File: src/rtl/unidad_control_multiciclo.sv
// Multi-cycle control FSM: FETCH/DECODE/EXEC/MEM/WB with memory handshake,
// stall timeout and a packed legacy control bus for the existing datapath.
module unidad_control_multiciclo #(
    parameter int OPCODE_W = 6,
    parameter int FUNCT_W  = 6,
    parameter int ALUCTL_W = 3,
    parameter int MAX_WAIT = 15
) (
    input  logic                  clk,
    input  logic                  rst_n,
    input  logic [OPCODE_W-1:0]   opcode,
    input  logic [FUNCT_W-1:0]    funct,
    input  logic                  mem_ready,
    output logic                  pc_write,
    output logic                  pc_write_cond,
    output logic                  ir_write,
    output logic                  mem_read,
    output logic                  mem_write,
    output logic                  mem_to_reg,
    output logic                  reg_dst,
    output logic                  alu_src,
    output logic                  reg_write,
    output logic [ALUCTL_W-1:0]   alu_control,
    output logic [ALUCTL_W+2:0]   ctrl_bus,
    output logic [2:0]            state_o,
    output logic                  instr_done,
    output logic                  illegal_op,
    output logic                  mem_timeout
);

    typedef enum logic [2:0] {
        IDLE   = 3'd0,
        FETCH  = 3'd1,
        DECODE = 3'd2,
        EXEC   = 3'd3,
        MEM    = 3'd4,
        WB     = 3'd5
    } state_t;

    localparam int CNT_W = (MAX_WAIT > 0) ? $clog2(MAX_WAIT + 1) : 1;
    localparam logic [CNT_W-1:0] LIMIT =
        CNT_W'((MAX_WAIT > 0) ? MAX_WAIT - 1 : 0);

    localparam logic [OPCODE_W-1:0] OP_R    = OPCODE_W'(6'b000000);
    localparam logic [OPCODE_W-1:0] OP_LW   = OPCODE_W'(6'b100011);
    localparam logic [OPCODE_W-1:0] OP_SW   = OPCODE_W'(6'b101011);
    localparam logic [OPCODE_W-1:0] OP_BEQ  = OPCODE_W'(6'b000100);
    localparam logic [OPCODE_W-1:0] OP_ADDI = OPCODE_W'(6'b001000);

    localparam logic [FUNCT_W-1:0] FN_ADD = FUNCT_W'(6'b100000);
    localparam logic [FUNCT_W-1:0] FN_SUB = FUNCT_W'(6'b100010);
    localparam logic [FUNCT_W-1:0] FN_AND = FUNCT_W'(6'b100100);
    localparam logic [FUNCT_W-1:0] FN_OR  = FUNCT_W'(6'b100101);
    localparam logic [FUNCT_W-1:0] FN_SLT = FUNCT_W'(6'b101010);

    localparam logic [ALUCTL_W-1:0] ALU_ADD = ALUCTL_W'(3'b010);
    localparam logic [ALUCTL_W-1:0] ALU_SUB = ALUCTL_W'(3'b110);
    localparam logic [ALUCTL_W-1:0] ALU_AND = ALUCTL_W'(3'b000);
    localparam logic [ALUCTL_W-1:0] ALU_OR  = ALUCTL_W'(3'b001);
    localparam logic [ALUCTL_W-1:0] ALU_SLT = ALUCTL_W'(3'b111);

    state_t               state;
    logic [OPCODE_W-1:0]  op_q;
    logic [FUNCT_W-1:0]   fn_q;
    logic [CNT_W-1:0]     wait_cnt;

    function automatic logic r_legal(input logic [FUNCT_W-1:0] f);
        return (f == FN_ADD) || (f == FN_SUB) || (f == FN_AND) ||
               (f == FN_OR)  || (f == FN_SLT);
    endfunction

    function automatic logic legal(input logic [OPCODE_W-1:0] o,
                                   input logic [FUNCT_W-1:0]  f);
        return ((o == OP_R) && r_legal(f)) || (o == OP_LW) ||
               (o == OP_SW) || (o == OP_BEQ) || (o == OP_ADDI);
    endfunction

    function automatic logic [ALUCTL_W-1:0] alu_of(
        input logic [OPCODE_W-1:0] o,
        input logic [FUNCT_W-1:0]  f
    );
        logic [ALUCTL_W-1:0] c;
        c = ALU_ADD;
        if (o == OP_BEQ) begin
            c = ALU_SUB;
        end else if (o == OP_R) begin
            unique case (1'b1)
                f == FN_SUB: c = ALU_SUB;
                f == FN_AND: c = ALU_AND;
                f == FN_OR:  c = ALU_OR;
                f == FN_SLT: c = ALU_SLT;
                default:     c = ALU_ADD;
            endcase
        end
        return c;
    endfunction

    logic is_r, is_lw, is_sw, is_beq, is_addi;
    logic stall, timeout, dec_legal;

    assign is_r    = (op_q == OP_R);
    assign is_lw   = (op_q == OP_LW);
    assign is_sw   = (op_q == OP_SW);
    assign is_beq  = (op_q == OP_BEQ);
    assign is_addi = (op_q == OP_ADDI);

    assign stall     = ((state == FETCH) || (state == MEM)) && !mem_ready;
    assign timeout   = stall && (MAX_WAIT != 0) && (wait_cnt == LIMIT);
    assign dec_legal = legal(opcode, funct);

    always_ff @(posedge clk or negedge rst_n) begin
        if (!rst_n) begin
            state    <= IDLE;
            op_q     <= '0;
            fn_q     <= '0;
            wait_cnt <= '0;
        end else begin
            // Leaving a memory state, a handshake or a timeout all restart the count.
            if (stall && !timeout) begin
                if (wait_cnt != '1) wait_cnt <= wait_cnt + 1'b1;
            end else begin
                wait_cnt <= '0;
            end
            unique case (state)
                IDLE:   state <= FETCH;
                FETCH:  state <= mem_ready ? DECODE : FETCH;
                DECODE: begin
                    op_q  <= opcode;
                    fn_q  <= funct;
                    state <= dec_legal ? EXEC : FETCH;
                end
                EXEC: begin
                    if (is_lw || is_sw) state <= MEM;
                    else if (is_r || is_addi) state <= WB;
                    else state <= FETCH;
                end
                MEM: begin
                    if (mem_ready) state <= is_lw ? WB : FETCH;
                    else if (timeout) state <= FETCH;
                end
                WB:      state <= FETCH;
                default: state <= IDLE;
            endcase
        end
    end

    always_comb begin
        pc_write      = 1'b0;
        pc_write_cond = 1'b0;
        ir_write      = 1'b0;
        mem_read      = 1'b0;
        mem_write     = 1'b0;
        mem_to_reg    = 1'b0;
        reg_dst       = 1'b0;
        alu_src       = 1'b0;
        reg_write     = 1'b0;
        alu_control   = '0;
        instr_done    = 1'b0;
        illegal_op    = 1'b0;
        mem_timeout   = 1'b0;
        unique case (state)
            FETCH: begin
                mem_read    = 1'b1;
                ir_write    = mem_ready;
                pc_write    = mem_ready;
                mem_timeout = timeout;
            end
            DECODE: illegal_op = !dec_legal;
            EXEC: begin
                alu_control   = alu_of(op_q, fn_q);
                alu_src       = is_lw || is_sw || is_addi;
                pc_write_cond = is_beq;
                instr_done    = is_beq;
            end
            MEM: begin
                alu_control = ALU_ADD;
                mem_read    = is_lw;
                mem_write   = is_sw;
                instr_done  = is_sw && mem_ready;
                mem_timeout = timeout;
            end
            WB: begin
                alu_control = alu_of(op_q, fn_q);
                reg_write   = 1'b1;
                reg_dst     = is_r;
                mem_to_reg  = is_lw;
                instr_done  = 1'b1;
            end
            default: ;
        endcase
    end

    assign ctrl_bus = {reg_write, alu_control, mem_write, mem_to_reg};
    assign state_o  = state;

endmodule

File: config.mk
export PLATFORM = sky130hd
export DESIGN_NAME = unidad_control_multiciclo
export DESIGN_NICKNAME = d
export VERILOG_FILES = /design/src/rtl/unidad_control_multiciclo.sv
export SDC_FILE = /design/constraint.sdc
export NUM_CORES = 1
export LEC_CHECK = 0
export CORE_MARGIN = 1
export CORE_UTILIZATION = 50
export CTS_BUF_LIST = sky130_fd_sc_hd__clkbuf_8
export CTS_CLUSTER_SIZE = 20
export DETAILED_ROUTE_END_ITERATION = 7
export GPL_TIMING_DRIVEN = 1
export PLACE_DENSITY_LB_ADDON = 0.05
export SKIP_CTS_REPAIR_TIMING = 1
export SLEW_MARGIN = 20
export SYNTH_ARGS = -nofsm -noshare
export SYNTH_HDL_FRONTEND = slang
export SYNTH_SLANG_ARGS = --single-unit
File: constraint.sdc
create_clock -name clk -period 4.7 [get_ports clk]
set_input_delay 0.94 -clock clk [delete_from_list [all_inputs] [get_ports clk]]
set_output_delay 0.94 -clock clk [all_outputs]
set_load 0.03 [all_outputs]
[Word level (Yosys, flattened, before mapping)]
Index checks and enable logic that the tools add are counted.
Operators by class
  add/subtract/negate cells: 1
  multiplexer cells: 25
  equality and inequality tests: 26
  reduce and logical (&&, ||, !) cells: 26
Operators with widths (number)
  equality test 6 bit (second input constant): 13
  two-way mux 3 bit: 7
  one-hot mux 3 bit (5 select lines): 1
  equality test 6 x 3 -> 1 bit (second input constant): 2
  equality test 6 x 4 -> 1 bit (second input constant): 2
  zero test 6 bit: 2
  logical OR 1 bit: 12
  one-hot mux 3 bit (4 select lines): 1
  two-way mux 1 bit: 9
  two-way mux 4 bit: 2
  equality test 3 x 2 -> 1 bit (second input constant): 2
  equality test 3 bit (second input constant): 2
  one-hot mux 3 bit (2 select lines): 1
  OR reduction 2 bit: 3
  logical AND 1 bit: 5
  adder 4 x 1 -> 4 bit (second input constant): 1
  equality test 4 bit (second input constant): 1
  two-way mux 2 bit: 2
  inequality test 4 bit (second input constant): 1
  equality test 3 x 1 -> 1 bit (second input constant): 1
  zero test 1 bit: 3
  zero test 3 bit: 1
  inequality test 3 bit (second input constant): 1
  one-hot mux 1 bit (3 select lines): 1
  other kinds (2): 2
Storage, ports and cells
  flip-flop bits (word level): 19
  input bits: 15

[Longest topological paths before layout]
  depth in word-level cells: 12
  depth in mapped cells: 6
  mapped depth without buffers: 6

[Worst setup path after synthesis]
OpenSTA, ideal clock, no wires.
  path kind: reg-to-output
  start point: register state[0] (netlist: state_o[0])
  end point: output port alu_src
  setup slack: 1.164 ns
  data required time: 3.760 ns
  buffers on the path: 1
  cell stages (with the launch flop): 5
  data arrival time: 2.596 ns
  cells stage by stage: dfrtp_1 buf_2 nor2b_1 nand2_1 a2111oi_0
Between the ends
  word-level cells in the longest chain between the ends: 2
Ends and longest elaborated chain
  start, declared: line 62  | state_t state;
  start signal, assigned: line 126  | FETCH: state <= mem_ready ? DECODE : FETCH;
  start signal, assigned: line 130  | state <= dec_legal ? EXEC : FETCH;
  start signal, assigned: line 138  | if (mem_ready) state <= is_lw ? WB : FETCH;
  equality test 3 x 2 -> 1 bit: line 161  | unique case (state)
  two-way mux 1 bit: line 161
  end, declared: line 21  | output logic alu_src,
No other way between the ends.

[Worst setup path after layout]
  start point: input port opcode[2]
  end point: output port illegal_op
Between the ends
  word-level cells in the longest chain between the ends: 8
  elaborated cells on any way between the ends: 12
Ends and longest elaborated chain
  start, declared: line 11  | input logic [OPCODE_W-1:0] opcode,
  zero test 6 bit: line 74  | return ((o == OP_R) && r_legal(f)) || (o == OP_LW) ||
  logical AND 1 bit: line 74
  logical OR 1 bit (2 in a row): line 74
  logical OR 1 bit: line 75  | (o == OP_SW) || (o == OP_BEQ) || (o == OP_ADDI);
  logical OR 1 bit *: line 75
  zero test 1 bit *: line 168  | DECODE: illegal_op = !dec_legal;
  two-way mux 1 bit *: line 161
  end, declared: line 27  | output logic illegal_op,
Mark *: on every way between the ends. The rest lies on a longest branch, timed or not.

==> summary.md <==
| Metric | Value |
|---|---|
| Max Fanout on Critical Path | `4` |
| Count of state elements after synthesis | `19` |
| Syn nets | `137` |
| Syn Inst Count | `120` |
| Critical Path RT | `3.76 ns` |
| TritonCTS clock tree | `yes` |
| Slew @ Worst Pin | `0.8492 ns` |
| Global-route usage over all layers | `23.11%` |
| Synthesis Warnings | `0` |
| Asr flop ratio synth | `100.0%` |
| ANT cells | `0` |
| Die extent in y | `50.73 microns` |
| Post-synth EDFFs | `0` |
| Initial Utilization | `53.17%` |
| Startpoint types | `input port` |
| Fin crit period | `3.800 ns` |
| Routed len/inst | `14.45 microns` |
| Leakage | `0.0006453 uW` |
| Skew-Pair Late Insertion Delay | `0.26 ns` |
| Unique masters post-synth | `41` |
| Remaining DRCs | `0` |
| Outcome | `finished, final reports clean` |
| FMAX | `263.2 MHz` |
| 1st-iter DRT viols | `17` |
| Yosys top cell area share | `40.04%` |
| CTS Buf Count | `3` |
| Share of layout cells above drive strength 1 | `13.07%` |
| CTS Buffer Depth | `2` |
| Post-route setup TNS | `0 ns` |
| Final Skew | `0.005724 ns` |
| GR Overflow Total | `0` |
| Total wire length | `2615 microns` |
| Setup-failing EPs final | `0` |
| PwrDens | `512.7 mW/mm^2` |
| Slew margin rel. | `43.21%` |
| Hold path startpoint | `fn_q[5]$_DFFE_PN0N_` |
| VDD IR max | `330.1 uV` |
| Clk root buf | `clkbuf_8` |
| Antenna-violating nets left | `0` |
| Clk slew on worst S/H paths | `0.06 ns` |
| Max-cap violation count | `0` |
| Top post-synthesis cells by area | `dfrtp_1, mux2_2, buf_4, nor2_1, nor2b_1` |
| Avg Inst Size Synth | `9.895 sq um` |
| Most frequent cell after synthesis | `dfrtp_1` |
| Core area | `0.002233 sq mm` |
| Net count, final | `171` |
| Reg-to-reg endpoint | `state_o[2]$_DFFE_PN0P_` |
| Final core occ | `71.15%` |
| Total die area | `0.002574 sq mm` |
| RSZ-0062 raised after global routing | `false` |
| Fillers | `181` |
| CP Capture Type | `output port` |
| Max Slew Vio Count | `0` |
| Rows | `17` |
| Routability cong. | `0.8853` |
| Initial antenna violation count | `0` |
| Vias in the first global route | `1003` |
| DP HPWL | `2064 microns` |
| Chip width | `50.73 microns` |
| Final hold violations | `0` |
| 1st-pass router iterations | `4` |
| PnR Total Power | `814.7 uW` |
| Worst Setup SP | `opcode[2]` |
| Reg2Reg Depth | `4` |
| Tcrit/Tclk final | `80.84%` |
| Area Growth Syn to Fin | `33.82%` |
| Dominant synthesized flop cell | `dfrtp_1` |
| Reg2Reg Setup Slack | `3.10 ns` |
| Synth top cells by count | `dfrtp_1, nor2_1, mux2_2` |
| FF-to-FF Start | `op_q[1]$_DFFE_PN0N_` |
| PortBufs | `38` |
| Cell Area, Synth | `0.001187 sq mm` |
| Crit path kind | `in -> out` |
| Vias per Instance | `5.768` |
| Seq/Total Area, Yosys | `40.04%` |
| Largest net degree at the start of global routing | `20` |
| Worst Hold Class | `reg -> reg` |
| H-tree Lvls | `1` |
| Largest area contributor in the netlist | `dfrtp_1` |
| Vias post-DR | `1044` |
| Ports | `39` |
| First-pass GRT wire length | `4347 microns` |
| CP arrival | `2.86 ns` |
| Clk sink count | `19` |
| Setup crit end | `illegal_op` |
worst max-delay path: stages:
cell	delay (ns)
clkdlybuf4s50_1	0.47
nor4b_1	0.34
o2111ai_1	0.16
a31oi_1	0.28
nor2b_1	0.07
clkdlybuf4s50_1	0.59
cell type report:
type                            instances  area (sq um)  area share [%]
Sequential cell                        19         475.5           29.92
Clock buffer                            3         41.29           2.598
Multi-Input combinational cell         88         634.4           39.92
Timing Repair Buffer                   39         387.9           24.41
Clock inverter                          1         3.754          0.2362
Inverter                                3         11.26          0.7087
Tap cell                               28         35.03           2.205
per-stage QoR:
stage | area [sq um] | hold WS, ns | setup slack, ns | instances
floorplan | 1187 | 0.4737 | 1.164 | 120
global placement | 1544 | 0.4867 | 0.9812 | 177
detailed placement | 1544 | 0.5045 | 0.9319 | 177
CTS | 1589 | 0.5198 | 0.8998 | 181
global route | 1589 | 0.5320 | 0.7126 | 181
finish | 1589 | 0.5222 | 0.9003 | 181
worst min-delay path by stage:
| stage | endpoint | cells after the start |
|---|---|---|
| final | fn_q[5]$_DFFE_PN0N_ | 1 |
| after global routing | fn_q[5]$_DFFE_PN0N_ | 1 |
| after CTS | fn_q[5]$_DFFE_PN0N_ | 1 |
| after detailed placement | fn_q[5]$_DFFE_PN0N_ | 1 |
| after global placement | fn_q[5]$_DFFE_PN0N_ | 1 |
| after floorplan | fn_q[4]$_DFFE_PN0N_ | 1 |
report_power, final:
part,total [uW],internal (uW),switching (uW)
Combinational,381,187,194
Sequential,322,232,90.2
Clock,112,58.2,54.1
cell families (layout without fill, tap and decap cells):
kind of cell,after synthesis,in the layout,synth area share [%]
flops,19,19,40.04
compound gates,20,20,12.96
xor+xnor,2,2,1.476
buf+inv,13,46,6.533
mux,13,13,12.22
fa+ha+maj,2,2,2.107
simple gates,51,51,24.66
cell usage in the layout, fill, tap and decap left out, types with 2 or more instances in the layout:
cell,synthesis,layout
nor4_1,3,3
nor2_1,13,13
mux2_2,12,12
ha_1,2,2
o21ai_0,2,2
clkdlybuf4s50_1,0,38
nand2_1,7,7
a21o_1,2,2
nand2b_1,2,2
nand3_1,3,3
a31oi_1,2,2
nor3b_1,4,4
clkbuf_8,0,3
and2_1,2,2
a211oi_1,2,2
inv_1,3,4
nor2b_1,5,5
dfrtp_1,19,19
a21oi_1,3,3
a22oi_1,2,2
nor3_1,3,3
routing by layer:
layer | global-route usage [%] | wire length, microns | part of all wire (%) | vias up
met5 | 0 | 0 | 0 | -
met4 | 12.04 | 53 | 2.0 | 0
met3 | 3.939 | 137 | 5.2 | 7
met2 | 38.67 | 1222 | 47 | 35
met1 | 28.24 | 1201 | 46 | 500
li1 | - | - | - | 502
sequential cells by signal, summed over array words and instances, names as in the netlist:
register  count
op_q          6
state_o       3
fn_q          6
wait_cnt      4
(Power assumes the default switching activity.)
